$ cat src/rtl/mul_pkg.sv
// Shared types for the iterative radix-4 Booth multiplier: FSM states, Booth digit
// encoding and the digit-counter width helper.
package mul_pkg;

  typedef enum logic [1:0] {
    StIdle,
    StCalc,
    StDone
  } state_e;

  typedef struct packed {
    logic neg;
    logic one;
    logic two;
  } booth_dig_t;

  function automatic int unsigned cnt_width(int unsigned ndig);
    return (ndig > 1) ? $clog2(ndig) : 1;
  endfunction

  // Bits are {b[2i+1], b[2i], b[2i-1]}; 3'b111 is -0 and is encoded as plain zero.
  function automatic booth_dig_t booth_enc(logic [2:0] bits);
    booth_dig_t dig;
    dig = '0;
    unique case (bits)
      3'b001, 3'b010: dig.one = 1'b1;
      3'b011:         dig.two = 1'b1;
      3'b100:         begin dig.neg = 1'b1; dig.two = 1'b1; end
      3'b101, 3'b110: begin dig.neg = 1'b1; dig.one = 1'b1; end
      default:        dig = '0;
    endcase
    return dig;
  endfunction

endpackage

$ cat src/rtl/booth_r4_mul_iter_digit_sel.sv
// Booth radix-4 partial-product selector: picks 0, +-A or +-2A; negation is
// one's complement here plus the carry-in returned alongside.
module booth_r4_digit_sel
  import mul_pkg::*;
#(
  parameter int unsigned PW = 64
) (
  input  logic [2:0]    bits_i,
  input  logic [PW-1:0] mcand_i,
  output logic [PW-1:0] pp_o,
  output logic          cin_o
);

  booth_dig_t  dig;
  logic [PW-1:0] mag;

  always_comb begin
    dig = booth_enc(bits_i);
    mag = '0;
    if (dig.one) begin
      mag = mcand_i;
    end else if (dig.two) begin
      mag = {mcand_i[PW-2:0], 1'b0};
    end
    pp_o  = dig.neg ? ~mag : mag;
    cin_o = dig.neg;
  end

endmodule

$ cat src/rtl/booth_r4_mul_iter.sv
// Iterative radix-4 Booth multiplier, one digit per cycle, valid/ready on both sides.
// Optional macro MUL_EARLY_TERM_EN: finish as soon as all remaining digits are zero.
module booth_r4_mul_iter
  import mul_pkg::*;
#(
  parameter int unsigned WIDTH = 32
) (
  input  logic               clk,
  input  logic               reset,
  input  logic               in_valid,
  output logic               in_ready,
  input  logic               op_signed,
  input  logic [WIDTH-1:0]   src_a,
  input  logic [WIDTH-1:0]   src_b,
  input  logic               flush,
  output logic               out_valid,
  input  logic               out_ready,
  output logic [2*WIDTH-1:0] out_prod,
  output logic               busy
);

  localparam int unsigned NDIG = WIDTH / 2 + 1;
  localparam int unsigned CW   = cnt_width(NDIG);
  localparam int unsigned PW   = 2 * WIDTH;
  localparam int unsigned BW   = WIDTH + 3;
  localparam logic [CW-1:0] LastDig = CW'(NDIG - 1);

  state_e        state_q, state_d;
  logic [CW-1:0] cnt_q, cnt_d;
  // Accumulator and shifted multiplicand are kept at 2*WIDTH: the two extra
  // extension bits of the full-width sum never reach out_prod.
  logic [PW-1:0] acc_q, acc_d;
  logic [PW-1:0] mcand_q, mcand_d;
  // {B_ext, 1'b0}; shifted right arithmetically by two per retired digit.
  logic [BW-1:0] mplr_q, mplr_d;

  logic [BW-1:0] mplr_shift;
  logic [PW-1:0] pp;
  logic          pp_cin;
  logic          rest_zero;
  logic          sa, sb;

  booth_r4_digit_sel #(
    .PW(PW)
  ) u_digit_sel (
    .bits_i (mplr_q[2:0]),
    .mcand_i(mcand_q),
    .pp_o   (pp),
    .cin_o  (pp_cin)
  );

  assign mplr_shift = {{2{mplr_q[BW-1]}}, mplr_q[BW-1:2]};

`ifdef MUL_EARLY_TERM_EN
  // All-equal remaining multiplier bits encode only zero digits.
  assign rest_zero = (&mplr_shift) | ~(|mplr_shift);
`else
  assign rest_zero = 1'b0;
`endif

  assign sa = op_signed & src_a[WIDTH-1];
  assign sb = op_signed & src_b[WIDTH-1];

  always_comb begin
    state_d = state_q;
    cnt_d   = cnt_q;
    acc_d   = acc_q;
    mcand_d = mcand_q;
    mplr_d  = mplr_q;
    unique case (state_q)
      StIdle: begin
        if (in_valid && !flush) begin
          mcand_d = {{WIDTH{sa}}, src_a};
          mplr_d  = {sb, sb, src_b, 1'b0};
          acc_d   = '0;
          cnt_d   = '0;
          state_d = StCalc;
        end
      end
      StCalc: begin
        acc_d   = acc_q + pp + {{(PW-1){1'b0}}, pp_cin};
        mcand_d = {mcand_q[PW-3:0], 2'b00};
        mplr_d  = mplr_shift;
        cnt_d   = cnt_q + 1'b1;
        if (cnt_q == LastDig || rest_zero) begin
          state_d = StDone;
        end
      end
      StDone: begin
        if (out_ready) begin
          state_d = StIdle;
        end
      end
      default: state_d = StIdle;
    endcase
    if (flush) begin
      state_d = StIdle;
    end
  end

  always_ff @(posedge clk) begin
    if (reset) begin
      state_q <= StIdle;
      cnt_q   <= '0;
      acc_q   <= '0;
      mcand_q <= '0;
      mplr_q  <= '0;
    end else begin
      state_q <= state_d;
      cnt_q   <= cnt_d;
      acc_q   <= acc_d;
      mcand_q <= mcand_d;
      mplr_q  <= mplr_d;
    end
  end

  assign in_ready  = (state_q == StIdle);
  assign out_valid = (state_q == StDone);
  assign busy      = (state_q != StIdle);
  assign out_prod  = out_valid ? acc_q : '0;

endmodule

$ cat config.mk
export PLATFORM = sky130hd
export DESIGN_NAME = booth_r4_mul_iter
export DESIGN_NICKNAME = d
export VERILOG_FILES = /design/src/rtl/mul_pkg.sv /design/src/rtl/booth_r4_mul_iter_digit_sel.sv /design/src/rtl/booth_r4_mul_iter.sv
export SDC_FILE = /design/constraint.sdc
export NUM_CORES = 1
export LEC_CHECK = 0
export BUFFER_PORTS_ARGS = -buffer_cell sky130_fd_sc_hd__buf_4
export CORE_MARGIN = 10
export CORE_UTILIZATION = 53
export DETAILED_ROUTE_END_ITERATION = 10
export PLACE_DENSITY = 0.8
export SYNTH_ARGS = -nofsm -noshare
export SYNTH_HDL_FRONTEND = slang
export SYNTH_SLANG_ARGS = --single-unit
$ cat constraint.sdc
create_clock -name clk -period 3.79 [get_ports clk]
set_input_delay 0.379 -clock clk [delete_from_list [all_inputs] [get_ports clk]]
set_output_delay 0.379 -clock clk [all_outputs]
set_load 0.1 [all_outputs]
# [Word level (Yosys, flattened, before mapping)]
# Index checks and enable logic that the tools add are counted.
[word_totals] reg_bits=170 input_bits=70 out_inout_bits=67 elab_cells=56
[op_classes] n_addsub=3 n_eq_ne=12 mux=19 bitwise=4 reduce_logical=12
[op_table] cell="64-bit two-way mux" count=6
[op_table] cell="64-bit case mux with 2 select lines" count=2
[op_table] cell="35-bit case mux with 2 select lines" count=1
[op_table] cell="64-bit by 1-bit adder with 64-bit output" count=1
[op_table] cell="64-bit adder" count=1
[op_table] cell="64-bit NOT" count=1
[op_table] cell="35-bit two-way mux" count=1
[op_table] cell="5-bit case mux with 2 select lines" count=1
[op_table] cell="3-bit == test (second input constant)" count=3
[op_table] cell="3-bit by 2-bit == test with 1-bit output (second input constant)" count=2
[op_table] cell="2-bit two-way mux" count=3
[op_table] cell="2-bit case mux with 3 select lines" count=1
[op_table] cell="3-bit AND reduction" count=2
[op_table] cell="5-bit by 1-bit adder with 5-bit output (second input constant)" count=1
[op_table] cell="5-bit == test (second input constant)" count=1
[op_table] cell="5-bit two-way mux" count=1
[op_table] cell="2-bit by 1-bit inequality test with 1-bit output (second input constant)" count=2
[op_table] cell="2-bit nonzero test" count=2
[op_table] cell="2-bit OR reduction" count=2
[op_table] cell="4-bit OR reduction" count=1
[op_table] cell="3-bit by 1-bit == test with 1-bit output (second input constant)" count=1
[op_table] cell="1-bit two-way mux" count=3
[op_table] cell="3-bit OR reduction" count=1
[op_table] cell="1-bit bitwise AND" count=2
[op_table] cell="other kinds (8)" count=8

# [Longest topological paths before layout]
[logic_depth] word_depth=10 depth_mapped=18 ltp_nobuf=17

# [By module]
# Synthesis repeated with hierarchy kept, for this count alone.
[unflattened] hier_cells=1500 hier_area_um2=12630.9
[by_module_without_submodules] module="booth_r4_mul_iter" n_inst=1 cells_per_inst=1264 area_each_um2=10326.2 seq_area_each_um2=3403.3
[by_module_without_submodules] module="booth_r4_digit_sel" n_inst=1 cells_per_inst=236 area_each_um2=2304.7 seq_area_each_um2=0.0

# [Worst setup path after synthesis]
# Ideal clock, no wire load.
[synth_timing] path_kind="register to register" from="register mplr_q[0]" to="register acc_q[59]" setup_time_ns=0.127 arrival_time_ns=4.000 required_ns=3.663 setup_slack_ns=-0.337 stages_incl_launch_ff=18 n_path_buf=2 period_less_slack_ns=4.127 path_cell_list="dfxtp_1 > inv_1 > ha_1 > clkbuf_1 > nor2_1 > clkbuf_1 > a22oi_1 > xor2_1 > ha_1 > a21o_1 > a21o_1 > a21oi_1 > o211ai_1 > a22oi_2 > a31oi_1 > a2111o_1 > and3_1 > or3_1"
[synth_via] elab_chain_cells=10 elab_cells_between_ends=19 cone_classes="2 x add/sub; 6 x eq/ne; 7 x mux; 1 x bitwise; 3 x reduce/logical"
[synth_lines] element="start, declared" line="booth_r4_mul_iter.sv:35" rtl="logic [BW-1:0] mplr_q, mplr_d;"
[synth_lines] element="start signal, assigned" line="booth_r4_mul_iter.sv:113" rtl="mplr_q <= mplr_d;"
[synth_lines] element="3-bit by 2-bit == test with 1-bit output or 3-bit == test (tied branches)" line="mul_pkg.sv:25" rtl="unique case (bits)"
[synth_lines] element="2-bit OR reduction (no source line)"
[synth_lines] element="1-bit two-way mux" line="mul_pkg.sv:25"
[synth_lines] element="64-bit two-way mux" line="booth_r4_mul_iter_digit_sel.sv:22" rtl="end else if (dig.two) begin"
[synth_lines] element="64-bit two-way mux" line="booth_r4_mul_iter_digit_sel.sv:20" rtl="if (dig.one) begin"
[synth_lines] element="64-bit NOT" line="booth_r4_mul_iter_digit_sel.sv:25" rtl="pp_o = dig.neg ? ~mag : mag;"
[synth_lines] element="64-bit two-way mux" line="booth_r4_mul_iter_digit_sel.sv:25"
[synth_lines] element="64-bit adder" line="booth_r4_mul_iter.sv:81" rtl="acc_d = acc_q + pp + {{(PW-1){1'b0}}, pp_cin};"
[synth_lines] element="64-bit by 1-bit adder with 64-bit output (*)" line="booth_r4_mul_iter.sv:81"
[synth_lines] element="64-bit case mux with 2 select lines (*)" line="booth_r4_mul_iter.sv:70" rtl="unique case (state_q)"
[synth_lines] element="end signal, assigned" line="booth_r4_mul_iter.sv:105" rtl="acc_q <= '0;"
[synth_lines] element="end signal, assigned" line="booth_r4_mul_iter.sv:111" rtl="acc_q <= acc_d;"
[synth_lines] element="end, declared" line="booth_r4_mul_iter.sv:32" rtl="logic [PW-1:0] acc_q, acc_d;"
# Every way passes the cells marked *; elsewhere a longest branch is shown, timed or not.
# A chain may end at the register's enable or synchronous reset.

# [Worst setup path in the final report]
[layout_timing] from="register mplr_q[0]" to="register acc_q[13]"
# Same word-level chain as after synthesis.

==> results summary <==
The overall global routing resource usage is 24.6%. The worst setup path is launched from a flip-flop. The combinational family with the most area after synthesis is compound AO/OA/AOI/OAI gates. The clock period minus final worst setup slack came out at 3.92 ns.

The power per cell area came out at 309 mW/mm². The initial antenna violation count is 0. Per report_power, the combinational group accounts for 22.8% of the total. Per report_power, the sequential group accounts for 39.6% of the total. The sum of buffers and inverters on the critical path is 4. Counting instances in the post-synthesis netlist gives the leading cell types as 170 x sky130_fd_sc_hd__dfxtp_1, 161 x sky130_fd_sc_hd__nand2_1, 145 x sky130_fd_sc_hd__nor2_1, 133 x sky130_fd_sc_hd__a21oi_1, 126 x sky130_fd_sc_hd__a22oi_1. The global-route wire length before repair is 59,500 µm. The CTS sink count came out at 170. The area after detailed placement is 0.0139 mm². The worst setup path is of the flip-flop to flip-flop kind. The cell area after layout is 0.0157 mm².

The worst hold path terminates at state_q[1]$_SDFFE_PP0P_. The adder and majority cell fraction of the synthesized area is 8.95%. The simple logic cell fraction of the synthesized area is 19.3%. Summed over all instances, the cell type with the most area after synthesis is sky130_fd_sc_hd__dfxtp_1. The sum of net half-perimeters after detailed placement came out at 26,000 µm. The total net switching power is 0.00160 W. The buffer cell driving the clock tree root is sky130_fd_sc_hd__clkbuf_16.

The register-to-register setup slack is -0.13 ns. The remaining antenna violation count after routing is 0. The routed layout has 12,739 vias. STA classifies the critical path endpoint as a flip-flop. The worst setup slack after layout is -0.132 ns. Grouping stages by cell kind, the critical path spends the most delay in compound AO/OA/AOI/OAI gates. The count of distinct cell types in the synthesized netlist came out at 60. Entering global routing, the biggest net connects 73 pins.

During synthesis, Yosys emitted a total of 0 warnings. The endpoint identified for the worst register-to-register timing path is acc_q[13]$_SDFFE_PP0P_. The via count of the first global-routing pass is 11,597. The region available for standard cell placement spans 0.0218 mm². The area of the die is 0.0284 mm². The portion of total power attributed to the clock network is 37.6%. The number of DRC violations after detailed routing came out at 0.

The required time of the worst setup path is 4.10 ns. The portion of the clock cycle consumed by the worst path in the final layout came out at 103%. The checks that failed: setup timing. The number of cell instances on the worst register-to-register path is 18. The count of endpoints failing hold in the final timing report is 0. The maximum level of the CTS H-tree came out at 4.

In this run the critical register-to-register path is launched from mplr_q[0]$_SDFFE_PP0P_. The count of flip-flops with a built-in enable after synthesis came out at 0. In the final routed layout, each cell accounts on average for 20.2 µm. The number of hold buffers added after cts came out at 0. Max-cap violations in this run came to 0. For this run, the slowest stage of the critical path takes 0.35 ns. Pin placement for this block handled 137 I/O pins. The run finished, with violations left. The logic depth of the worst path, buffers included came out at 18. The number of buffers inserted during clock tree synthesis is 17. The number of cells produced by synthesis is 1,493. The repair_antennas step left the layout with diodes totalling 0. On the critical path, the stage with the largest delay is an instance of sky130_fd_sc_hd__dfxtp_2.

Relative to the synthesized area, the layout overhead comes to 34.5%. The xor-xnor portion of the synthesized cell area is 8.84%. After synthesis, the cell types taking the most area are sky130_fd_sc_hd__dfxtp_1 29%, sky130_fd_sc_hd__ha_1 8.8%, sky130_fd_sc_hd__a22oi_1 8.1%. The tightest hold margin is 0.117 ns.

The initial cell density of the core is 53.7%. The number of standard cells in the layout, taps in and fillers out is 2,014. The clock-pin slew on the worst setup and hold paths is 0.07 ns. The async set-or-reset flop fraction in the synthesized netlist is 0%. The fraction of the yosys area taken by sequential cells came out at 29.1%. The cell with the most instances after synthesis is sky130_fd_sc_hd__dfxtp_1.

The chip width came out at 169 µm. For this run the aggregate overflow at the end of global routing stands at 0. The setup skew after layout came out at 0.0155 ns. Summing the areas of all compound-gate instances in the mapped netlist gives 28.9% of the synthesized area.

The dominant register cell in the synthesized netlist is sky130_fd_sc_hd__dfxtp_1. The largest fanout on the critical path is 6. The ratio of cells with drive above 1 in the final layout came out at 28.9%. The leakage power came out at 6.43 nW. The worst pin sits at a relative slew slack of 44.9%. The synthesized area per cell came out at 7.83 µm². The number of buffers on the longest clock path came out at 2. The maximum VDD drop is 0.000295 V. The number of register bits inferred by synthesis is 170. Setup violations remaining at the end of the flow were counted as 16. The mapped cell area came out at 0.0117 mm².

The number of nets handed over by synthesis was 1,646. Setup repair after global routing could not meet its margin everywhere. The worst hold path belongs to the class input pin to flip-flop. TritonCTS built the clock tree. The number of buffer cells added on primary ports is 136. The critical path goes through buf_4, ha_1, nor3_2, nand2b_4, buf_6, xor2_1, ha_1, a21oi_1, o21ai_2, a31oi_4, buf_4, buf_4, a21oi_1, nand2b_1, a21o_1, a21oi_1, xor2_1, o21ai_0. The final core utilization came out at 72.3%. The die is 169 µm tall. Total power for the finished layout comes to 0.00485 W. The internal power is 0.00325 W.

The final layout contains 1,874 nets. The cell depth of the worst hold path is 2. The first-pass detailed-route iteration total came out at 9.

The DRC violation total after the first TritonRoute iteration came out at 1,527. The final number of max-transition violations came to 0. The clock reaches the later pin of the worst-skew pair after 0.45 ns. The routability congestion estimate is 0.978. The transition time of the tightest slew-check pin is 0.827 ns.

The via density per instance is 6.33. The wire length reported by the detailed router came out at 40,800 µm. The beginning of the worst hold path is flush. The area share of the leading cell type in the synthesized netlist is 29.1%.

In this run, placement finished with an instance count of 1,950. The mux cell area share after synthesis is 0.514%. STA puts the critical path data arrival time at 4.23 ns. The peak clock frequency supported by timing came out at 0.255 GHz. The floorplan has 54 rows.

The count of filler cells inserted in the layout came out at 1,507. The proportion of total power due to net switching is 33.0%.
-- logic make-up after synthesis --
logic type | after synthesis
and+or+nand+nor | 485
DFF | 170
xor gates and xnor gates | 118
AOI/OAI and AO/OA | 497
muxes | 6
adders and majority gates | 83
buffers and inverters | 134
-- worst reg2reg max path, delay by kind of cell (launching register included) --
kind | cells | cell delay [ns]
compound gates | 7 | 1.22
xor+xnor | 2 | 0.44
fa+ha+maj | 2 | 0.49
buf+inv | 4 | 0.53
flops | 1 | 0.35
simple gates | 3 | 0.74
-- sequential cells by signal (all words and copies together) (netlist names) --
register and cells:
mplr_q 35, mcand_q 64, acc_q 64, cnt_q 5, state_q 2
-- routing by layer --
layer  wire [µm]  global-route usage (%)  part of all wire [%]
met1       16800                    32.9                    41
met4        1410                    6.09                   3.4
met2       19200                    39.9                    47
met5           0                       0                     0
met3        3420                    4.91                   8.4
-- layout by cell type (no fill, tap or decap), types with 28 or more instances in the layout --
cell type	count
sky130_fd_sc_hd__and2_1	67
sky130_fd_sc_hd__o21ai_0	47
sky130_fd_sc_hd__a222oi_1	30
sky130_fd_sc_hd__a21o_1	31
sky130_fd_sc_hd__nand4_1	38
sky130_fd_sc_hd__dfxtp_1	168
sky130_fd_sc_hd__xor2_2	28
sky130_fd_sc_hd__buf_4	305
sky130_fd_sc_hd__nor2_1	137
sky130_fd_sc_hd__ha_1	64
sky130_fd_sc_hd__xnor2_1	28
sky130_fd_sc_hd__a22oi_1	115
sky130_fd_sc_hd__nand2_1	158
sky130_fd_sc_hd__xor2_1	56
sky130_fd_sc_hd__a311oi_1	33
sky130_fd_sc_hd__a21oi_1	101
-- power groups by stage --
stage	Sequential [W]	Clock (W)	Combinational, W
finish	0.00192	0.00183	0.00111
global route	0.00193	0.00190	0.00118
CTS	0.00191	0.00182	0.000933
detailed placement	0.00195	0	0.000897
global placement	0.00195	0	0.000879
floorplan	0.00193	0	0.000573
-- area by class of cell --
cell class / instances / area, µm² / share of cell area, %
flip-flops and latches: 170 / 3410 / 21.7
repair buffers: 320 / 2540 / 16.2
clock inverters: 14 / 166 / 1.06
well taps: 280 / 350 / 2.23
multi-input cells: 1190 / 8720 / 55.5
clock buffers: 18 / 439 / 2.79
inverters: 22 / 85.1 / 0.541
-- metrics by stage --
stage,setup slack [ns],setup TNS (ns)
final,-0.132,-0.809
after global routing,-0.213,-4.56
after CTS,0.00380,0
after detailed placement,-0.288,-5.18
after global placement,-0.201,-2.58
after floorplan,0.0117,0
-- timing repair --
action | 4_1_cts | 5_1_grt
pin swaps | 7 | 70
cloned | 1 | 2
resized for setup | 22 | 163
endpoints found under the hold margin | 0 | 0
buffers inserted | 7 | 22
endpoints found under the setup margin | 37 | 39
-- worst max path at each step --
stage | start | endpoint | slack (ns)
after floorplan | mplr_q[0]$_SDFFE_PP0P_ | acc_q[59]$_SDFFE_PP0P_ | 0.01
final | mplr_q[0]$_SDFFE_PP0P_ | acc_q[13]$_SDFFE_PP0P_ | -0.13
after CTS | mplr_q[0]$_SDFFE_PP0P_ | acc_q[59]$_SDFFE_PP0P_ | 0.004
after global placement | mplr_q[0]$_SDFFE_PP0P_ | acc_q[56]$_SDFFE_PP0P_ | -0.20
after global routing | mplr_q[0]$_SDFFE_PP0P_ | acc_q[49]$_SDFFE_PP0P_ | -0.21
after detailed placement | mplr_q[1]$_SDFFE_PP0P_ | acc_q[56]$_SDFFE_PP0P_ | -0.29
(Power assumes the default switching activity.)
